**src/rtl/btn_pkg.sv**
```systemverilog
// Shared types and default timing for the button gesture decoder.
// Defaults assume a 50 MHz clock: 400 ms long press, 100 ms double-click gap, 50 ms repeat.
package btn_pkg;

  typedef enum logic [2:0] {
    IDLE,
    PRESS1,
    GAP,
    PRESS2,
    LONG
  } btn_state_e;

  localparam int unsigned DEF_LONG_CYCLES    = 20_000_000;
  localparam int unsigned DEF_DBL_GAP_CYCLES = 5_000_000;
  localparam int unsigned DEF_REPEAT_CYCLES  = 2_500_000;
  localparam int unsigned DEF_CNT_W          = 26;

endpackage

```
**src/rtl/btn_edge.sv**
```systemverilog
// Edge detector for a debounced active-low input: press/release strobes and held level.
module btn_edge (
  input  logic clk,
  input  logic rst_n,
  input  logic btn_n,
  output logic held,
  output logic press_c,
  output logic release_c
);

  logic btn_q;
  logic armed;

  // The first sample after reset only sets the baseline, so a button held through reset is not a press
  always_ff @(posedge clk or negedge rst_n) begin
    if (!rst_n) begin
      btn_q <= 1'b1;
      armed <= 1'b0;
      held  <= 1'b0;
    end else begin
      btn_q <= btn_n;
      armed <= 1'b1;
      held  <= ~btn_n;
    end
  end

  assign press_c   = armed & btn_q & ~btn_n;
  assign release_c = armed & ~btn_q & btn_n;

endmodule

```
**src/rtl/btn_event.sv**
```systemverilog
// Button gesture decoder: turns a debounced active-low level into press, release,
// click, double-click, long-press and auto-repeat single-cycle pulses.
module btn_event
  import btn_pkg::*;
#(
  parameter int unsigned LONG_CYCLES    = DEF_LONG_CYCLES,
  parameter int unsigned DBL_GAP_CYCLES = DEF_DBL_GAP_CYCLES,
  parameter int unsigned REPEAT_CYCLES  = DEF_REPEAT_CYCLES,
  parameter int unsigned CNT_W          = DEF_CNT_W
) (
  input  logic clk,
  input  logic rst_n,
  input  logic btn_n,
  input  logic en,
  output logic held,
  output logic press_pulse,
  output logic release_pulse,
  output logic click,
  output logic dbl_click,
  output logic long_press,
  output logic repeat_pulse
);

  localparam logic [CNT_W-1:0] CNT_MAX   = '1;
  localparam logic [CNT_W-1:0] LONG_LAST = CNT_W'(LONG_CYCLES - 1);
  localparam logic [CNT_W-1:0] GAP_LAST  = CNT_W'(DBL_GAP_CYCLES - 1);
  localparam logic [CNT_W-1:0] REP_LAST  = CNT_W'(REPEAT_CYCLES - 1);
  localparam bit               REP_EN    = (REPEAT_CYCLES != 0);

  btn_state_e       state;
  logic [CNT_W-1:0] cnt;
  logic             press_c;
  logic             release_c;

  btn_edge u_edge (
    .clk      (clk),
    .rst_n    (rst_n),
    .btn_n    (btn_n),
    .held     (held),
    .press_c  (press_c),
    .release_c(release_c)
  );

  // Gesture FSM with one shared saturating counter, cleared on every state change
  always_ff @(posedge clk or negedge rst_n) begin
    if (!rst_n) begin
      state         <= IDLE;
      cnt           <= '0;
      press_pulse   <= 1'b0;
      release_pulse <= 1'b0;
      click         <= 1'b0;
      dbl_click     <= 1'b0;
      long_press    <= 1'b0;
      repeat_pulse  <= 1'b0;
    end else begin
      press_pulse   <= en & press_c;
      release_pulse <= en & release_c;
      click         <= 1'b0;
      dbl_click     <= 1'b0;
      long_press    <= 1'b0;
      repeat_pulse  <= 1'b0;
      if (cnt != CNT_MAX) cnt <= cnt + CNT_W'(1);

      if (!en) begin
        state <= IDLE;
        cnt   <= '0;
      end else begin
        unique case (state)
          IDLE: begin
            if (press_c) begin
              state <= PRESS1;
              cnt   <= '0;
            end
          end
          PRESS1: begin
            if (release_c) begin
              state <= GAP;
              cnt   <= '0;
            end else if (!btn_n && cnt == LONG_LAST) begin
              state      <= LONG;
              cnt        <= '0;
              long_press <= 1'b1;
            end
          end
          GAP: begin
            // A re-press on the timeout cycle still counts as the second press
            if (press_c) begin
              state <= PRESS2;
              cnt   <= '0;
            end else if (cnt == GAP_LAST) begin
              state <= IDLE;
              cnt   <= '0;
              click <= 1'b1;
            end
          end
          PRESS2: begin
            if (release_c) begin
              state     <= IDLE;
              cnt       <= '0;
              dbl_click <= 1'b1;
            end else if (!btn_n && cnt == LONG_LAST) begin
              state      <= LONG;
              cnt        <= '0;
              click      <= 1'b1;
              long_press <= 1'b1;
            end
          end
          LONG: begin
            if (release_c) begin
              state <= IDLE;
              cnt   <= '0;
            end else if (REP_EN && cnt == REP_LAST) begin
              cnt          <= '0;
              repeat_pulse <= 1'b1;
            end
          end
          default: begin
            state <= IDLE;
            cnt   <= '0;
          end
        endcase
      end
    end
  end

endmodule
```
**config.mk**
```make
export PLATFORM = sky130hd
export DESIGN_NAME = btn_event
export DESIGN_NICKNAME = d
export VERILOG_FILES = /design/src/rtl/btn_pkg.sv /design/src/rtl/btn_edge.sv /design/src/rtl/btn_event.sv
export SDC_FILE = /design/constraint.sdc
export NUM_CORES = 1
export LEC_CHECK = 0
export CELL_PAD_IN_SITES_DETAIL_PLACEMENT = 0
export CELL_PAD_IN_SITES_GLOBAL_PLACEMENT = 1
export CORE_MARGIN = 5
export CORE_UTILIZATION = 26
export CTS_BUF_LIST = sky130_fd_sc_hd__clkbuf_4
export DETAILED_ROUTE_END_ITERATION = 7
export PLACE_DENSITY_LB_ADDON = 0.25
export SLEW_MARGIN = 15
export SYNTH_ARGS = -nofsm -noshare
export SYNTH_HDL_FRONTEND = slang
export SYNTH_SLANG_ARGS = --single-unit
```
**constraint.sdc**
```tcl
create_clock -name clk -period 2.4 [get_ports clk]
set_input_delay 0.24 -clock clk [delete_from_list [all_inputs] [get_ports clk]]
set_output_delay 0.24 -clock clk [all_outputs]
set_load 0.03 [all_outputs]
```
# == Word level (Yosys, flattened, before mapping) ==
# Cells that the tools add are included.
# op_classes
n_mux,34
add_sub_neg,1
reduce_logical,5
n_eq_ne,11
bitwise_logic,8
# ops
cell,count
two-way mux 26 bit,9
one-hot mux 26 bit (4 select lines),1
"adder 26 x 1 -> 26 bit, second input constant",1
"equality test 26 x 22 -> 1 bit, second input constant",1
"equality test 26 x 23 -> 1 bit, second input constant",1
"equality test 26 x 25 -> 1 bit, second input constant",1
"inequality test 26 bit, second input constant",1
two-way mux 3 bit,8
one-hot mux 3 bit (5 select lines),1
two-way mux 1 bit,14
bitwise AND 1 bit,6
"equality test 3 x 2 -> 1 bit, second input constant",2
"inequality test 3 bit, second input constant",2
"inequality test 4 bit, second input constant",1
"equality test 3 x 1 -> 1 bit, second input constant",1
"equality test 3 bit, second input constant",1
logical NOT 3 bit,1
AND reduction 3 bit,1
inverter 1 bit,2
one-hot mux 1 bit (2 select lines),1
OR reduction 2 bit,1
logical AND 1 bit,1
logical NOT 1 bit,1
# word_totals
regBits,38
in_bits,4
elab_cells,70
out_inout_bits,7

# == Depth between registers and ports, before layout ==
# depth
word_depth,6
ltp_mapped,8
mapped_depth_nobuf,6

# == Hierarchy ==
# A second synthesis with hierarchy kept.
# hier_totals
hier_cells,232
hier_area_um2,2250.9
# by_module_without_submodules
mod,area_per_inst_um2,cells_each,n_inst,seq_area_each_um2
btn_event,2148.3,225,1,875.8
btn_edge,102.6,7,1,76.3

# == Least setup slack after synthesis ==
# Ideal clock, no wire load.
# synth_path
path_type,register to register
start,reg cnt[18]
end,reg cnt[14]
required_time_ns,2.272
n_path_buf,2
setup_ns,0.128
arrival_time_ns,1.984
synth_period_minus_slack_ns,2.111
path_slack_ns,0.289
path_stages_with_launch,8
cell_sequence,dfrtp_1 > buf_2 > nor4bb_1 > nand4_1 > or3_1 > a221oi_4 > buf_2 > a21oi_1
# synth_via
elab_chain_len,6
# synth_rtl
item,line,rtl
from (decl),btn_event.sv:31,logic [CNT_W-1:0] cnt;
from (signal assigned),btn_event.sv:62,if (cnt != CNT_MAX) cnt <= cnt + CNT_W'(1);
inequality test 26 bit or equality test 26 x 25 -> 1 bit (tied branches),"btn_event.sv:62, btn_event.sv:79, btn_event.sv:101",
two-way mux 26 bit or logical AND 1 bit (tied branches),"btn_event.sv:62, btn_event.sv:79, btn_event.sv:101",
two-way mux 26 bit (on tied branches),--,
two-way mux 26 bit (on tied branches),"btn_event.sv:109, btn_event.sv:87, btn_event.sv:97",
one-hot mux 26 bit (4 select lines) (*),btn_event.sv:68,unique case (state)
two-way mux 26 bit (*),btn_event.sv:64,if (!en) begin
# Every way passes the cells marked *; elsewhere a longest branch is shown, timed or not.
# A chain may end at the register's enable or synchronous reset.

# == Worst setup path in the final report ==
# layout_path
start,reg cnt[5]
end,reg cnt[25]
# layout_via
elab_chain_len,6
# layout_rtl
item,line
adder 26 x 1 -> 26 bit (tied with other cells),btn_event.sv:62
two-way mux 26 bit or logical AND 1 bit (tied branches),"btn_event.sv:62, btn_event.sv:79, btn_event.sv:101"
two-way mux 26 bit (on tied branches),--
two-way mux 26 bit (on tied branches),"btn_event.sv:109, btn_event.sv:87, btn_event.sv:97"
one-hot mux 26 bit (4 select lines) (*),btn_event.sv:68
two-way mux 26 bit (*),btn_event.sv:64
# Marks and branches as above.

==> summary.md <==
| Metric | Value |
|---|---|
| Status | `finished clean` |
| Setup TNS | `0 ps` |
| Final worst slack | `approximately 160 ps` |
| Standard-cell rows | `34` |
| Sequential area share after synthesis | `between 40 and 50%` |
| Drt drc | `0` |
| Worst min path class | `input port to asynchronous set/reset pin` |
| Post-CTS Resized | `0` |
| CTS Sinks | `38` |
| Post-Layout Cell Count | `roughly 370` |
| Max-Cap Viols | `0` |
| Final worst path period share | `93.25%` |
| Reg-to-Reg Start | `cnt[5]` |
| Max transition margin | `39.42%` |
| Area contributors post-synth | `dfrtp_1 (41%), nand4_1 (3.6%), a21oi_1 (3.1%)` |
| Total track usage | `about an eighth` |
| Placed Instances | `360` |
| Syn Inst Count | `246` |
| Max rail drop VDD | `approximately 0.17 mV` |
| Period minus WS final | `2238 ps` |
| Initial core utilization | `26.16%` |
| Clk_lat worst skew | `~350 ps` |
| Via count | `between 1500 and 2000` |
| Routed Wire Length | `around 6200 um` |
| Grt ovf | `0` |
| Die W | `between 100 and 150 um` |
| DR WL/cell | `between 15 and 20 um` |
| Synth Net Count | `approximately 250` |
| Clock transition at path regs | `130 ps` |
| CP Capture Type | `flip-flop` |
| Pwr per Cell Area | `between 400 and 500 nW/um2` |
| Avg Cell Area, Syn | `just over 9 um2` |
| Antenna violations before repair | `0` |
| Fin Clk Skew | `9.684 ps` |
| I/O Buffers | `10` |
| Hold Buf Count CTS | `0` |
| Largest net degree at the start of global routing | `39` |
| Nets | `between 200 and 300` |
| Global-route wire length before repair | `10360 um` |
| Netlist cell types | `between 50 and 60` |
| Fillers | `between 900 and 1000` |
| Dpl ws | `roughly 170 ps` |
| Core Region | `roughly 8600 um2` |
| Htree depth | `2` |
| Worst setup startpoint | `cnt[5]` |
| Ys async rst share | `100.0%` |
| Setup CP Type | `flip-flop to flip-flop` |
| Fmax | `roughly 450 MHz` |
| Final hold vios | `0` |
| Slew Viols, Final | `0` |
| I/O pin cnt | `11` |
| EDFF count, synth | `0` |
| Worst-margin pin slew | `~910 ps` |
| CTS Root Buffer Type | `clkbuf_4` |
| Leak pwr | `~0.94 nW` |
| TritonRoute pass-1 iters | `4` |
| Most common cell in the netlist | `dfrtp_1` |
| Synth Flop Type | `dfrtp_1` |
| Antenna diodes | `0` |
| Critical Path AT | `between 2000 and 2500 ps` |
| Layout cells sized above 1 | `12.31%` |
| Top-area cell type share of the netlist area | `about two fifths` |
| Critical Path RT | `approximately 2600 ps` |
| Post-synthesis register bit count | `38` |
| Die extent in y | `~100 um` |
| CTS tree | `yes` |
| RSZ-0062 raised after global routing | `no` |
| Placed Area | `roughly 2500 um2` |
| Vias per inst | `around 5.3` |
| Clk buf depth | `2` |
| Area growth syn-to-layout | `14.64%` |
| Synth area leader | `dfrtp_1` |
| Initial drt markers | `79` |
| Routability congestion estimate | `around 0.83` |
| ANT nets after route | `0` |
| Peak fanout along the critical path | `16` |
| Crit path launch type | `flip-flop` |
| Ys Warns | `0` |
| Mapped Area | `around 2200 um2` |
| Die ar. | `roughly 11000 um2` |
| Post-route cell area | `2577 um2` |
| Setup Buffers After CTS | `0` |
| Number of buffers created by CTS | `5` |
| Most frequent cells after synthesis | `dfrtp_1 (37), nand2_1 (18), a21oi_1 (14), nand3_1 (14), nand4_1 (13)` |
| Final setup fails | `0` |
| DPL Wire Length | `roughly 4400 um` |
| Vias in the first global route | `1920` |
==> cell type report <==
type	instances	area, um2	share of cell area (%)
inverter	5	18.77	0.7282
clock buffer	6	45.04	1.748
timing repair buffer	24	212.7	8.252
tap	108	135.1	5.243
clock inverter	2	33.78	1.311
sequential	38	952.2	36.94
multi-input combinational	185	1180	45.78
==> logic make-up (layout without fill, tap and decap cells) <==
family | count (synthesis) | in the layout | share of synthesized area [%]
xor+xnor | 8 | 8 | 3.116
flops | 38 | 38 | 42.35
simple gates | 114 | 114 | 29.55
compound gates | 56 | 56 | 16.81
buf+inv | 23 | 37 | 5.175
mux | 5 | 5 | 2.282
other cells | 1 | 1 | 0.1668
fa+ha+maj | 1 | 1 | 0.5564
==> through the flow <==
stage | total power, mW | utilization, % | hold slack [ps]
after global placement | 0.7577 | 29.08 | 415.3
after detailed placement | 0.7569 | 29.08 | 418.7
after CTS | 1.221 | 29.99 | 19.59
final | 1.201 | 29.99 | 4.389
after floorplan | 0.7140 | - | -55.59
after global routing | 1.261 | 29.99 | 67.42
==> flip-flops by register name, indices dropped and copies added (netlist names) <==
register / flops
click: 1
cnt: 26
dbl_click: 1
long_press: 1
press_pulse: 1
release_pulse: 1
repeat_pulse: 1
state: 3
u_edge.armed: 1
u_edge.btn_q: 1
u_edge.held: 1
==> final timing paths <==
path	endpoint	slack, ps	depth (start not counted)
max in group asynchronous	cnt[25]	1820	1
min in group clk	u_edge.btn_q	380	1
worst min-delay path	release_pulse	4	1
worst min register to register	press_pulse	570	1
worst max register to register	cnt[25]	160	5
worst max-delay path	cnt[25]	160	5
==> cells in the final DEF (no fill, tap or decap), types with 6 or more instances in the layout <==
| cell type | count |
|---|---|
| o21ai_0 | 12 |
| clkdlybuf4s50_1 | 9 |
| dfrtp_1 | 37 |
| buf_4 | 13 |
| nor3_1 | 7 |
| nand3_1 | 14 |
| nor2_1 | 12 |
| a21oi_1 | 14 |
| nand4_1 | 13 |
| a22oi_1 | 9 |
| nor4_1 | 10 |
| clkbuf_4 | 6 |
| nand2_1 | 18 |
| or3_1 | 7 |
==> power breakdown <==
| part | internal (mW) | switching (mW) | total [mW] |
|---|---|---|---|
| Sequential | 0.651 | 0.00959 | 0.660 |
| Combinational | 0.0276 | 0.0552 | 0.0828 |
| Clock | 0.228 | 0.230 | 0.458 |
==> worst max-delay path, cell delays in order (launching register included) <==
cell and delay, ps:
dfrtp_1 490, nand2_1 160, or4_4 680, nor4_1 330, mux2_1 340, a21boi_1 130
==> layer usage <==
| layer | vias to the layer above | track usage, % | wire (um) |
|---|---|---|---|
| met1 | 958 | 18.01 | 3014 |
| met3 | 2 | 2.030 | 184 |
| met4 | 0 | 2.988 | 47 |
| met5 | - | 0 | 0 |
| li1 | 954 | - | - |
| met2 | 42 | 19.78 | 2916 |
(Power assumes the default switching activity.)
